`config.mk`:
```
export PLATFORM = sky130hd
export DESIGN_NAME = control_sequencer_flat
export DESIGN_NICKNAME = d
export VERILOG_FILES = /design/src/rtl/control_sequencer_if.sv /design/src/rtl/control_sequencer.sv /design/src/flat_wrapper.sv
export SDC_FILE = /design/constraint.sdc
export NUM_CORES = 1
export LEC_CHECK = 0
export CAP_MARGIN = 0
export CORE_AREA = 3 3 75 77
export DETAILED_ROUTE_END_ITERATION = 10
export DIE_AREA = 0 0 78 80
export GPL_TIMING_DRIVEN = 0
export PLACE_DENSITY_LB_ADDON = 0.25
export SETUP_SLACK_MARGIN = 0.2
export SLEW_MARGIN = 20
export SYNTH_ARGS = -nofsm -noshare
export SYNTH_HDL_FRONTEND = slang
export SYNTH_SLANG_ARGS = --single-unit
```
`constraint.sdc`:
```
create_clock -name clk -period 2.02 [get_ports clk]
set_clock_uncertainty 0.05 [all_clocks]
set_input_delay 0.404 -clock clk [delete_from_list [all_inputs] [get_ports clk]]
set_output_delay 0.404 -clock clk [all_outputs]
set_load 0.05 [all_outputs]
```
`src/rtl/control_sequencer_if.sv`:
```
// Control bundle between the hardwired sequencer and CPU_Datapath:
// instruction/condition inputs and every datapath control strobe.
interface control_sequencer_if;
    logic [31:0] IR;
    logic        CON;
    logic        PCout, PCin, IncPC, MARin, MDRin, MDRout, MDRread, wren, IRin, Yin;
    logic        Zin, ZLowout, Gra, Grb, Grc, Rin, Rout, BAout, Cout, CON_FF_In;
    logic [4:0]  ALUSelection;
    logic        run;

    modport master (
        input  IR, CON,
        output PCout, PCin, IncPC, MARin, MDRin, MDRout, MDRread, wren, IRin, Yin,
               Zin, ZLowout, Gra, Grb, Grc, Rin, Rout, BAout, Cout, CON_FF_In,
               ALUSelection, run
    );

    modport slave (
        output IR, CON,
        input  PCout, PCin, IncPC, MARin, MDRin, MDRout, MDRread, wren, IRin, Yin,
               Zin, ZLowout, Gra, Grb, Grc, Rin, Rout, BAout, Cout, CON_FF_In,
               ALUSelection, run
    );
endinterface

```
`src/rtl/control_sequencer.sv`:
```
// Hardwired fetch/decode/execute sequencer for CPU_Datapath; strobes are
// registered and computed from the state being entered.
//
// state | meaning
// IDLE  | out of reset, no strobes
// T0-T2 | instruction fetch (PC -> MAR, memory -> MDR -> IR)
// T3-T7 | execute, pattern chosen by the opcode class latched at T2
// HALT  | stopped until clr
module control_sequencer #(
    parameter bit         ILLEGAL_HALTS = 1'b0,
    parameter logic [4:0] ALU_ADD       = 5'b00001,
    parameter logic [4:0] ALU_SUB       = 5'b00010,
    parameter logic [4:0] ALU_AND       = 5'b00011,
    parameter logic [4:0] ALU_OR        = 5'b00100
) (
    input  logic               clk,
    input  logic               clr,
    control_sequencer_if.master bus
);
    typedef enum logic [3:0] {IDLE, T0, T1, T2, T3, T4, T5, T6, T7, HALT} state_t;
    typedef enum logic [2:0] {C_LD, C_LDI, C_ST, C_ALU, C_ADDI, C_BR, C_NOP, C_HALT} op_class_t;

    typedef struct packed {
        logic pc_out, pc_in, inc_pc, mar_in, mdr_in, mdr_out, mdr_read, wren, ir_in, y_in;
        logic z_in, zlow_out, gra, grb, grc, r_in, r_out, ba_out, c_out, con_ff_in;
        logic [4:0] alu_sel;
        logic run;
    } ctrl_t;

    state_t     state, state_nxt;
    op_class_t  cls_q, cls_nxt;
    logic [4:0] alu_q, alu_nxt;
    ctrl_t      ctrl_q;

    function automatic op_class_t classify(input logic [4:0] op);
        case (op)
            5'b00000:                               return C_LD;
            5'b00001:                               return C_LDI;
            5'b00010:                               return C_ST;
            5'b00011, 5'b00100, 5'b00101, 5'b00110: return C_ALU;
            5'b01100:                               return C_ADDI;
            5'b10010:                               return C_BR;
            5'b11010:                               return C_NOP;
            5'b11011:                               return C_HALT;
            default:                                return ILLEGAL_HALTS ? C_HALT : C_NOP;
        endcase
    endfunction

    function automatic logic [4:0] alu_of(input logic [4:0] op);
        case (op)
            5'b00100: return ALU_SUB;
            5'b00101: return ALU_AND;
            5'b00110: return ALU_OR;
            default:  return ALU_ADD;
        endcase
    endfunction

    // Strobe pattern for the state being entered.
    function automatic ctrl_t decode(input state_t s, input op_class_t c,
                                     input logic [4:0] alu_code, input logic con);
        ctrl_t o;
        o = '0;
        o.run = (s != IDLE) && (s != HALT);
        case (s)
            T0: begin o.pc_out = 1'b1; o.mar_in = 1'b1; o.inc_pc = 1'b1; o.z_in = 1'b1; end
            T1: begin o.zlow_out = 1'b1; o.pc_in = 1'b1; o.mdr_read = 1'b1; o.mdr_in = 1'b1; end
            T2: begin o.mdr_out = 1'b1; o.ir_in = 1'b1; end
            T3: begin
                o.y_in = 1'b1;
                if (c == C_BR) begin
                    o.gra = 1'b1; o.r_out = 1'b1; o.con_ff_in = 1'b1; o.y_in = 1'b0;
                end else if (c == C_LD || c == C_LDI || c == C_ST) begin
                    o.grb = 1'b1; o.ba_out = 1'b1;
                end else begin
                    o.grb = 1'b1; o.r_out = 1'b1;
                end
            end
            T4: begin
                if (c == C_BR) begin
                    o.pc_out = 1'b1; o.y_in = 1'b1;
                end else if (c == C_ALU) begin
                    o.grc = 1'b1; o.r_out = 1'b1; o.alu_sel = alu_code; o.z_in = 1'b1;
                end else begin
                    o.c_out = 1'b1; o.alu_sel = ALU_ADD; o.z_in = 1'b1;
                end
            end
            T5: begin
                if (c == C_BR) begin
                    o.c_out = 1'b1; o.alu_sel = ALU_ADD; o.z_in = 1'b1;
                end else if (c == C_LD || c == C_ST) begin
                    o.zlow_out = 1'b1; o.mar_in = 1'b1;
                end else begin
                    o.zlow_out = 1'b1; o.gra = 1'b1; o.r_in = 1'b1;
                end
            end
            T6: begin
                if (c == C_LD) begin
                    o.mdr_read = 1'b1; o.mdr_in = 1'b1;
                end else if (c == C_ST) begin
                    o.gra = 1'b1; o.r_out = 1'b1; o.mdr_in = 1'b1;
                end else if (con) begin
                    o.zlow_out = 1'b1; o.pc_in = 1'b1;
                end
            end
            T7: begin
                if (c == C_ST) o.wren = 1'b1;
                else begin o.mdr_out = 1'b1; o.gra = 1'b1; o.r_in = 1'b1; end
            end
            default: o = '0;
        endcase
        return o;
    endfunction

    always_comb begin
        cls_nxt   = (state == T2) ? classify(bus.IR[31:27]) : cls_q;
        alu_nxt   = (state == T2) ? alu_of(bus.IR[31:27]) : alu_q;
        state_nxt = state;
        case (state)
            IDLE: state_nxt = T0;
            T0:   state_nxt = T1;
            T1:   state_nxt = T2;
            T2:   state_nxt = (cls_nxt == C_NOP) ? T0 : (cls_nxt == C_HALT) ? HALT : T3;
            T3:   state_nxt = T4;
            T4:   state_nxt = T5;
            T5:   state_nxt = (cls_q == C_LD || cls_q == C_ST || cls_q == C_BR) ? T6 : T0;
            T6:   state_nxt = (cls_q == C_BR) ? T0 : T7;
            T7:   state_nxt = T0;
            HALT: state_nxt = HALT;
            default: state_nxt = IDLE;
        endcase
    end

    always_ff @(posedge clk or posedge clr) begin
        if (clr) begin
            state  <= IDLE;
            cls_q  <= C_NOP;
            alu_q  <= '0;
            ctrl_q <= '0;
        end else begin
            state  <= state_nxt;
            cls_q  <= cls_nxt;
            alu_q  <= alu_nxt;
            ctrl_q <= decode(state_nxt, cls_nxt, alu_nxt, bus.CON);
        end
    end

    assign bus.PCout        = ctrl_q.pc_out;
    assign bus.PCin         = ctrl_q.pc_in;
    assign bus.IncPC        = ctrl_q.inc_pc;
    assign bus.MARin        = ctrl_q.mar_in;
    assign bus.MDRin        = ctrl_q.mdr_in;
    assign bus.MDRout       = ctrl_q.mdr_out;
    assign bus.MDRread      = ctrl_q.mdr_read;
    assign bus.wren         = ctrl_q.wren;
    assign bus.IRin         = ctrl_q.ir_in;
    assign bus.Yin          = ctrl_q.y_in;
    assign bus.Zin          = ctrl_q.z_in;
    assign bus.ZLowout      = ctrl_q.zlow_out;
    assign bus.Gra          = ctrl_q.gra;
    assign bus.Grb          = ctrl_q.grb;
    assign bus.Grc          = ctrl_q.grc;
    assign bus.Rin          = ctrl_q.r_in;
    assign bus.Rout         = ctrl_q.r_out;
    assign bus.BAout        = ctrl_q.ba_out;
    assign bus.Cout         = ctrl_q.c_out;
    assign bus.CON_FF_In    = ctrl_q.con_ff_in;
    assign bus.ALUSelection = ctrl_q.alu_sel;
    assign bus.run          = ctrl_q.run;
endmodule
```
`src/flat_wrapper.sv`:
```
// flat-port wrapper written by rule: the top's interface ports become plain ports
module control_sequencer_flat 
#(
    parameter bit         ILLEGAL_HALTS = 1'b0,
    parameter logic [4:0] ALU_ADD       = 5'b00001,
    parameter logic [4:0] ALU_SUB       = 5'b00010,
    parameter logic [4:0] ALU_AND       = 5'b00011,
    parameter logic [4:0] ALU_OR        = 5'b00100
)
  (clk, clr, bus_IR, bus_CON, bus_PCout, bus_PCin, bus_IncPC, bus_MARin, bus_MDRin, bus_MDRout, bus_MDRread, bus_wren, bus_IRin, bus_Yin, bus_Zin, bus_ZLowout, bus_Gra, bus_Grb, bus_Grc, bus_Rin, bus_Rout, bus_BAout, bus_Cout, bus_CON_FF_In, bus_ALUSelection, bus_run);
  control_sequencer_if bus_i ();
  input  logic clk;
  input  logic clr;
  input wire logic [$bits(bus_i.IR)-1:0] bus_IR;
  input wire logic [$bits(bus_i.CON)-1:0] bus_CON;
  output wire logic [$bits(bus_i.PCout)-1:0] bus_PCout;
  output wire logic [$bits(bus_i.PCin)-1:0] bus_PCin;
  output wire logic [$bits(bus_i.IncPC)-1:0] bus_IncPC;
  output wire logic [$bits(bus_i.MARin)-1:0] bus_MARin;
  output wire logic [$bits(bus_i.MDRin)-1:0] bus_MDRin;
  output wire logic [$bits(bus_i.MDRout)-1:0] bus_MDRout;
  output wire logic [$bits(bus_i.MDRread)-1:0] bus_MDRread;
  output wire logic [$bits(bus_i.wren)-1:0] bus_wren;
  output wire logic [$bits(bus_i.IRin)-1:0] bus_IRin;
  output wire logic [$bits(bus_i.Yin)-1:0] bus_Yin;
  output wire logic [$bits(bus_i.Zin)-1:0] bus_Zin;
  output wire logic [$bits(bus_i.ZLowout)-1:0] bus_ZLowout;
  output wire logic [$bits(bus_i.Gra)-1:0] bus_Gra;
  output wire logic [$bits(bus_i.Grb)-1:0] bus_Grb;
  output wire logic [$bits(bus_i.Grc)-1:0] bus_Grc;
  output wire logic [$bits(bus_i.Rin)-1:0] bus_Rin;
  output wire logic [$bits(bus_i.Rout)-1:0] bus_Rout;
  output wire logic [$bits(bus_i.BAout)-1:0] bus_BAout;
  output wire logic [$bits(bus_i.Cout)-1:0] bus_Cout;
  output wire logic [$bits(bus_i.CON_FF_In)-1:0] bus_CON_FF_In;
  output wire logic [$bits(bus_i.ALUSelection)-1:0] bus_ALUSelection;
  output wire logic [$bits(bus_i.run)-1:0] bus_run;
  assign bus_i.IR = bus_IR;
  assign bus_i.CON = bus_CON;
  assign bus_PCout = bus_i.PCout;
  assign bus_PCin = bus_i.PCin;
  assign bus_IncPC = bus_i.IncPC;
  assign bus_MARin = bus_i.MARin;
  assign bus_MDRin = bus_i.MDRin;
  assign bus_MDRout = bus_i.MDRout;
  assign bus_MDRread = bus_i.MDRread;
  assign bus_wren = bus_i.wren;
  assign bus_IRin = bus_i.IRin;
  assign bus_Yin = bus_i.Yin;
  assign bus_Zin = bus_i.Zin;
  assign bus_ZLowout = bus_i.ZLowout;
  assign bus_Gra = bus_i.Gra;
  assign bus_Grb = bus_i.Grb;
  assign bus_Grc = bus_i.Grc;
  assign bus_Rin = bus_i.Rin;
  assign bus_Rout = bus_i.Rout;
  assign bus_BAout = bus_i.BAout;
  assign bus_Cout = bus_i.Cout;
  assign bus_CON_FF_In = bus_i.CON_FF_In;
  assign bus_ALUSelection = bus_i.ALUSelection;
  assign bus_run = bus_i.run;
  control_sequencer #(.ILLEGAL_HALTS(ILLEGAL_HALTS), .ALU_ADD(ALU_ADD), .ALU_SUB(ALU_SUB), .ALU_AND(ALU_AND), .ALU_OR(ALU_OR)) u_core (.clk(clk), .clr(clr), .bus(bus_i));
endmodule
```
Word-level counts from Yosys, hierarchy flattened
Memories as Yosys holds them, arrays and structs flattened.
Index checks and enable logic that the tools add are counted.
{"block": "totals", "mem_bits_ro": 96, "elab_cells": 124, "latchBits": 0, "out_inout_bits": 26, "memories": 1, "in_bits": 35, "ram_bits": 0, "regBits": 38}
{"name": "(name not given)", "depth": 32, "width": 3, "rd": 1, "rd_ports_with_merged_regs": 0, "write_ports": 0, "line_no": "control_sequencer.sv:36", "text": "case (op)"}
{"block": "classes", "n_mul": 0, "n_lt_le_gt_ge": 0, "mux": 57, "reduce_logical": 12, "eq_ne": 29, "addsub": 0, "n_shift": 0, "n_bitwise": 0, "div_mod_pow": 0}
{"cell": "case mux 4 bit (9 select lines)", "count": 1}
{"cell": "equality test 4 x 3 -> 1 bit, second input constant", "count": 8}
{"cell": "two-way mux 1 bit", "count": 31}
{"cell": "case mux 1 bit (2 select lines)", "count": 9}
{"cell": "equality test 4 x 2 -> 1 bit, second input constant", "count": 4}
{"cell": "equality test 5 x 3 -> 1 bit, second input constant", "count": 3}
{"cell": "two-way mux 5 bit", "count": 3}
{"cell": "equality test 3 bit, second input constant", "count": 4}
{"cell": "equality test 4 bit, second input constant", "count": 3}
{"cell": "two-way mux 4 bit", "count": 3}
{"cell": "case mux 5 bit (2 select lines)", "count": 1}
{"cell": "equality test 3 x 2 -> 1 bit, second input constant", "count": 3}
{"cell": "case mux 1 bit (3 select lines)", "count": 3}
{"cell": "case mux 3 bit (3 select lines)", "count": 1}
{"cell": "equality test 4 x 1 -> 1 bit, second input constant", "count": 2}
{"cell": "OR reduction 8 bit", "count": 1}
{"cell": "logical NOT 3 bit", "count": 2}
{"cell": "two-way mux 3 bit", "count": 2}
{"cell": "logical OR 1 bit", "count": 5}
{"cell": "logical NOT 4 bit", "count": 1}
{"cell": "two-way mux 2 bit", "count": 2}
{"cell": "!= test 4 bit, second input constant", "count": 1}
{"cell": "case mux 1 bit (4 select lines)", "count": 1}
{"cell": "nonzero test 4 bit", "count": 1}
{"cell": "3 further kinds", "count": 3}

Longest topological paths before layout
Gate-level depths: netlist (run 1).
{"block": "logic_depth", "ltp_word": 9, "depth_mapped": 7, "mapped_depth_nobuf": 5}

Least setup slack after synthesis (run 1)
OpenSTA, ideal clock, no wires.
{"block": "synth_path", "kind": "input-to-reg", "from": "input bus_IR[30]", "to": "register u_core.ctrl_q, in the netlist u_core.bus.ALUSelection[0]", "arrival_time_ns": 1.647, "path_buffers": 1, "setup_ns": 0.111, "path_stages": 6, "setup_slack_ns": 0.212, "cell_sequence": "buf_6 or4b_4 o211a_2 a21oi_4 a22oi_2 a2111oi_2"}
{"block": "synth_via", "elab_chain_cells": 8}
{"item": "start, declared", "line_no": "flat_wrapper.sv:14", "text": "input wire logic [$bits(bus_i.IR)-1:0] bus_IR;"}
{"item": "memory (32 x 3 bit) *"}
{"item": "two-way mux 3 bit *", "line_no": "control_sequencer.sv:115", "text": "cls_nxt = (state == T2) ? classify(bus.IR[31:27]) : cls_q;"}
{"item": "via u_core.cls_nxt[0]", "line_no": "control_sequencer.sv:31", "text": "op_class_t cls_q, cls_nxt;"}
{"item": "equality test 3 bit", "line_no": "control_sequencer.sv:122", "text": "T2: state_nxt = (cls_nxt == C_NOP) ? T0 : (cls_nxt == C_HALT) ? HALT : T3;"}
{"item": "two-way mux 4 bit (2 in series)", "line_no": "control_sequencer.sv:122"}
{"item": "case mux 4 bit (9 select lines)", "line_no": "control_sequencer.sv:118", "text": "case (state)"}
{"item": "equality test 4 x 3 -> 1 bit", "line_no": "control_sequencer.sv:64", "text": "case (s)"}
{"item": "case mux 5 bit (2 select lines) *", "line_no": "control_sequencer.sv:64"}
{"item": "end signal, assigned", "line_no": "control_sequencer.sv:143", "text": "ctrl_q <= decode(state_nxt, cls_nxt, alu_nxt, bus.CON);"}
{"item": "end, declared", "line_no": "control_sequencer.sv:33", "text": "ctrl_t ctrl_q;"}
The timed path passes the listed nets; every way through them passes the cells marked *.

Worst setup path after layout (run 1)
{"block": "layout_path", "from": "register u_core.cls_q[1]", "to": "register u_core.ctrl_q, in the netlist u_core.bus.MARin"}
{"block": "layout_via", "elab_chain_cells": 7}
{"item": "start, declared", "line_no": "control_sequencer.sv:31"}
{"item": "start signal, assigned", "line_no": "control_sequencer.sv:141", "text": "cls_q <= cls_nxt;"}
{"item": "two-way mux 3 bit, or another cell as far along", "line_no": "control_sequencer.sv:115"}
{"item": "equality test 3 bit / logical OR 1 bit (equally long branches)", "line_no": "control_sequencer.sv:122, control_sequencer.sv:125"}
{"item": "two-way mux 4 bit / logical OR 1 bit (equally long branches)", "line_no": "control_sequencer.sv:122, control_sequencer.sv:125"}
{"item": "two-way mux 4 bit / two-way mux 3 bit (equally long branches)", "line_no": "control_sequencer.sv:122, control_sequencer.sv:125"}
{"item": "case mux 4 bit (9 select lines)", "line_no": "control_sequencer.sv:118"}
{"item": "equality test 4 x 3 -> 1 bit / equality test 4 x 1 -> 1 bit (equally long branches)", "line_no": "control_sequencer.sv:64"}
{"item": "case mux 1 bit (2 select lines) *", "line_no": "control_sequencer.sv:64"}
Mark *: on every way between the ends. The rest lies on a longest branch, timed or not.

==> flow_summary.toml, run 1 <==
[cts]
cts_tree = "built"
htreeDepth = 2
cts.reportedPaths.clkPinSlew_ns = 0.07
numCtsBuffers = 5
cts_sinks = 38
insertion_delay_ns = 0.29
root_buffer = "clkbuf_8"
clk_path_buf_depth = 2
hold_buffers = 0

[critical_path]
cp_slowest_cell = "dfstp_2"
start_kind = "register"
worstPathMaxFanout = 6
slowest_delay_ns = 0.61
reg2reg_depth = 6
cp.arrival_ns = 1.93
required_ns = 2.16
path_class = "register to register"
rr_startpoint = "u_core.cls_q[1]"
worstPathCellList = "and3b_1, buf_4, o31ai_1, o311ai_2, buf_4, o31ai_1"
cp-end-kind = "register"
r2r-end = "u_core.bus.MARin"
r2r_slack_ns = 0.24
startpoint = "u_core.cls_q[1]"

[global_routing]
grt-ovfl-total = 0
grt_antenna_before_repair = 0
grt_pass1_wl_um = 7040
busiest_layer = "met2"
grt_pass1_vias = 1466
grtUsageTotal_pct = 14.4
grt_util_met2_pct = 22.4
grt_max_degree = 39
grt_use_met1_pct = 19.8
use_met3_pct = 2.48

[status]
status = "completed"

[floorplan]
rows = 26
die_area_um2 = 6240
start_util_pct = 38.9
die_w_um = 78
die_h_um = 80
core_area_um2 = 5070
io_pins = 61

[synth]
synth_warnings = 0
synth_xor_xnor_area_share_pct = 2.22
synth_nets = 224
synthMuxAreaShare_pct = 0
yosysSeqAreaShare_pct = 48.3
yosys_register_bits = 38
ys.flop_type = "dfrtp_1"
synth_compound_gate_area_share_pct = 18.8
syn-instance-count = 189
synth_top_family_by_area = "simple AND/OR/NAND/NOR gates"
ys_types = 53
synth-simple-area-share_pct = 21.7
post_synth_instance_area_um2 = 1970
synth_fa_ha_area_share_pct = 0
postSynth.asyncResetShare_pct = 100
synth_edf_count = 0
synth.avg_cell_area_um2 = 10.4

[route]
wl_per_cell_um = 13.8
ant_nets = 0
drt_wl_total_um = 4170
vias_per_cell = 5.00
first_iter_violations = 135
vias = 1515
drcViolationCount = 0
dr.pass1.iters = 4

[timing]
slew_headroom_pct = 48.9
setup_slack_ns = 0.235
tightestPinTransition_ns = 0.765
period_minus_slack_ns = 1.78
whs_ns = 0.396
final_hold_viol_count = 0
slew_violations = 0
period_share_pct = 88.4
rsz0062_at_grt = "yes"
fmax_mhz = 560
setup_viol = 0

[place]
dpl.hpwl_um = 2960
gp_congestion = 0.837
port_buffers = 29
dp_slack_ns = -0.432

[job]
cap_violations = 0

[final_layout]
area_delta_synth_final_pct = 30.5
drive_gt1_share_pct = 25.3
nets = 267
n_fill_cell = 486
antenna_cells = 0

[hold_path]
hp-start = "bus_IR[27]"
hold_depth = 3
min_to = "u_core.alu_q[0]"
hp-class = "input port to register"

[power]
powerDensity_nw_per_um2 = 1610
ir_worst_vdd_v = 0.000504
leakage_nw = 1.24
[critical path: cells and delay by family (launching register included)]
family / cells / cell delay, ns
buffers and inverters: 2 / 0.33
and+or+nand+nor: 1 / 0.19
DFF: 1 / 0.61
AOI/OAI and AO/OA: 3 / 0.51
[kinds of logic (layout without fill, tap and decap cells)]
kind of cell	count (synthesis)	after routing
AOI/OAI and AO/OA	45	45
xor gates and xnor gates	5	5
buffers and inverters	23	67
DFF	38	38
and+or+nand+nor	78	78
[where the power goes]
| group | leakage [nW] | switching, mW | internal, mW |
|---|---|---|---|
| combinational | 0.672 | 1.35 | 0.866 |
| clock | 0.0714 | 0.264 | 0.527 |
| sequential | 0.494 | 0.139 | 0.998 |
[timing repair]
action,4_1_cts,5_1_grt
gates resized for setup,35,15
setup buffers,2,5
pin swaps,1,4
endpoints found under the setup margin,47,10
endpoints found under the hold margin,0,0
[worst max path at each step]
stage / to / slack [ns]
3_3_place_gp: u_core.bus.MARin / -0.42
3_5_place_dp: u_core.bus.MARin / -0.43
4_1_cts: u_core.bus.Zin / 0.20
2_1_floorplan: u_core.bus.ALUSelection[0] / 0.21
6_report: u_core.bus.MARin / 0.24
5_1_grt: u_core.bus.Zin / 0.12
[metal layers]
layer	vias up	wire (µm)
li1	740	-
met1	713	1930
met2	52	1960
met3	10	194
met4	0	84
met5	-	0
[sequential cells by signal, summed over array words and instances, names as in the netlist, 3 cells and up]
signal                   cells
u_core.state                 4
u_core.alu_q                 5
u_core.bus.ALUSelection      5
u_core.cls_q                 3
[synth_stat cells (2+ instances only)]
cell type  number  area share (%)
a21boi_0        2            0.76
dfrtp_1        36              46
dfstp_2         2             2.7
inv_1          11             2.1
nor3_1          5             1.3
o21ai_0         9             2.3
clkbuf_1        3            0.57
xnor2_1         5             2.2
o31ai_1         3             1.1
nand2b_1        4             1.3
o22ai_1         2            0.63
nor2b_1         5             1.6
nand2_1        18             3.4
clkbuf_8        6             4.2
buf_6           2             1.1
a32o_1          3             1.5
nor2_1         23             4.4
a21oi_1         7             1.8
o21bai_1        3             1.1
nand3_1         3            0.76
and3b_1         2            0.89
and2b_2         2            0.89
or3_1           3            0.95
[per-stage QoR]
stage          util [%]  cells  TNS [ns]  power [mW]  area (µm²)
6_report           50.8    303         0        4.15        2580
5_1_grt            50.8    303         0        4.40        2580
4_1_cts            49.4    298         0        4.01        2500
3_5_place_dp       46.4    288     -5.60        3.23        2350
3_3_place_gp       46.4    288     -7.00        3.22        2350
2_1_floorplan         -    189         0        2.68        1970
[final cells by class]
cell class	count	area (µm²)	share of cell area, %
inverters	11	41.3	1.60
clock inverters	2	60.1	2.33
clock buffers	6	82.6	3.20
multi-input cells	128	905	35.1
well taps	70	87.6	3.40
flip-flops and latches	38	953	37.0
repair buffers	36	305	11.8
plain buffers	12	143	5.53
[layout by cell type, fill, tap and decap left out, types with 4 or more instances in the layout]
master	Yosys	routed
clkbuf_8	6	11
nor2_1	23	21
buf_4	0	8
o21ai_0	9	9
nor2b_1	5	5
a21oi_1	7	6
nand2_1	18	18
nor3_1	5	5
nand2b_1	4	4
inv_1	11	10
xnor2_1	5	5
dfrtp_1	36	36
dlygate4sd2_1	0	26
Note: power is estimated with default switching activity, not from simulation.
==> run 2, diff against run 1 <==
--- a/config.mk
+++ b/config.mk
@@ -5,13 +5,11 @@
 export SDC_FILE = /design/constraint.sdc
 export NUM_CORES = 1
 export LEC_CHECK = 0
-export CAP_MARGIN = 0
 export CORE_AREA = 3 3 75 77
 export DETAILED_ROUTE_END_ITERATION = 10
 export DIE_AREA = 0 0 78 80
 export GPL_TIMING_DRIVEN = 0
 export PLACE_DENSITY_LB_ADDON = 0.25
-export SETUP_SLACK_MARGIN = 0.2
 export SLEW_MARGIN = 20
 export SYNTH_ARGS = -nofsm -noshare
 export SYNTH_HDL_FRONTEND = slang
==> constraint.sdc (replaced) <==
create_clock -name clk -period 1.9 [get_ports clk]
set_clock_uncertainty 0.05 [all_clocks]
set_input_delay 0.38 -clock clk [delete_from_list [all_inputs] [get_ports clk]]
set_output_delay 0.38 -clock clk [all_outputs]
set_load 0.05 [all_outputs]
==> run 2 against run 1 <==
  * Power grew 6.1%
  * Die area is the same
  * Register-to-register slack lost 0.14 ns
  * Non-clock buffer count shrank 4
  * Critical path depth shrank 5
  * Cell count shrank 1.3%
  * Utilization shrank 0.30 points
  * Sequential share of layout area grew 0.22 points
  * Count of clock-buffer cells in the layout is the same
  * Sequential power grew 7%
  * Critical path type is now register to output port
==> flow_summary.toml, run 2 (synthesis results as in run 1) <==
[hold_path]
hp-class = "input port to register"

[timing]
final_hold_viol_count = 0
tns_ns = 0
period_share_pct = 97.2
tightestPinTransition_ns = 0.755
period_minus_slack_ns = 1.85
whs_ns = 0.372
fmax_mhz = 541
setup_viol = 0
slew_headroom_pct = 49.6
setup_slack_ns = 0.0527
slew_violations = 0

[cts]
clk_path_buf_depth = 2
cts.reportedPaths.clkPinSlew_ns = 0.07
cts_sinks = 38
insertion_delay_ns = 0.29
htreeDepth = 2
cts_tree = "built"
hold_buffers = 0
root_buffer = "clkbuf_8"
numCtsBuffers = 5

[critical_path]
cp_num_cells = 1
endpoint = "bus_Grb"
slowest_delay_ns = 0.80
required_ns = 1.47
worst-path-buf-inv = 1
cp_slowest_cell = "clkdlybuf4s50_1"
start_kind = "register"
rr_startpoint = "u_core.state[2]"
r2r_slack_ns = 0.10
startpoint = "u_core.bus.Grb"
cp_top_family = "buffers and inverters"
cp.arrival_ns = 1.42
worstPathCellList = "clkdlybuf4s50_1"
reg2reg_depth = 5
r2r-end = "u_core.bus.ZLowout"
path_class = "register to output port"
worstPathMaxFanout = 1
cp-end-kind = "output port"

[final_layout]
antenna_cells = 0
final_common_cell = "dfrtp_1"
final_util_pct = 50.5
nets = 263
multi_input_area_um2 = 883
drive_gt1_share_pct = 23.6
regArea_um2 = 953
n_fill_cell = 501
area_delta_synth_final_pct = 29.8
mostFrequentLayoutCells = "dfrtp_1, clkdlybuf4s50_1, nor2_1"

[power]
power_mw = 4.40
powerDensity_nw_per_um2 = 1720
ir_worst_vdd_v = 0.000558
leakage_nw = 1.11

[floorplan]
core_area_um2 = 5070
rows = 26
die_w_um = 78
die_area_um2 = 6240
die_h_um = 80
start_util_pct = 38.9
io_pins = 61

[global_routing]
grt_pass1_vias = 1460
grt_antenna_before_repair = 0
grt-ovfl-total = 0
grt_pass1_wl_um = 7050
grt_max_degree = 39
grtUsageTotal_pct = 14.4

[route]
ant_nets = 0
drcViolationCount = 0
drt_wl_total_um = 4110
dr.pass1.iters = 4
wl_per_cell_um = 13.7
vias_per_cell = 5.00
vias = 1494
first_iter_violations = 132

[place]
dp_slack_ns = -0.528
dpl.hpwl_um = 2960
port_buffers = 29
gp_congestion = 0.837

[job]
cap_violations = 0

[status]
status = "completed"
==> run 2: cell types whose count changed in the layout (fill, tap and decap cells not counted), moves of 2 or more <==
cell / delta
buf_2: -2
clkdlybuf4s50_1: +26
buf_4: -4
dlygate4sd2_1: -25
==> run 2: per-layer routing <==
layer	vias up	GRT usage (%)	wire [µm]
met2	45	22.3	1890
met1	705	20.0	1980
met3	7	2.48	176
met4	0	5.77	64
li1	737	-	-
met5	-	0	0
==> run 2: how the worst min path moves through the flow <==
stage               startpoint              end  slack [ns]  cells past startpoint
3_5_place_dp   u_core.alu_q[3]  u_core.alu_q[3]        0.40                      2
5_1_grt             bus_IR[27]  u_core.alu_q[0]        0.39                      3
6_report            bus_IR[27]  u_core.alu_q[0]        0.37                      3
2_1_floorplan  u_core.alu_q[3]  u_core.alu_q[3]        0.38                      2
4_1_cts             bus_IR[27]  u_core.alu_q[0]        0.39                      3
3_3_place_gp   u_core.alu_q[3]  u_core.alu_q[3]        0.39                      2
==> run 2: report_power, final <==
group	total, mW	switching (mW)	internal [mW]	leakage (nW)
registers	1.22	0.153	1.06	0.494
clock network	0.834	0.274	0.560	0.0714
logic	2.35	1.41	0.942	0.546
==> run 2: repair_timing <==
item                       in CTS  in global routing
setup buffers                   2                  2
setup endpoints to repair      15                 10
gates cloned                    0                  0
resized for setup               5                  8
pin swaps                       1                  5
==> run 2: area by class of cell <==
| class | instances | share of cell area (%) |
|---|---|---|
| Sequential cell | 38 | 37.2 |
| Multi-Input combinational cell | 128 | 34.5 |
| Timing Repair Buffer | 33 | 12.5 |
| Buffer | 11 | 5.27 |
| Tap cell | 70 | 3.42 |
| Clock buffer | 6 | 3.22 |
| Clock inverter | 2 | 2.34 |
| Inverter | 11 | 1.61 |
==> run 2: tightest hold or removal path: cells and delay by family <==
kind / cells / cell delay, ns
buffers and inverters: 1 / 0.13
AND/OR/NAND/NOR: 2 / 0.16
==> run 2: stage by stage <==
step,area (µm²),cells
final,2560,299
after global routing,2560,299
after CTS,2520,297
after detailed placement,2350,288
after global placement,2350,288
after floorplan,1970,189
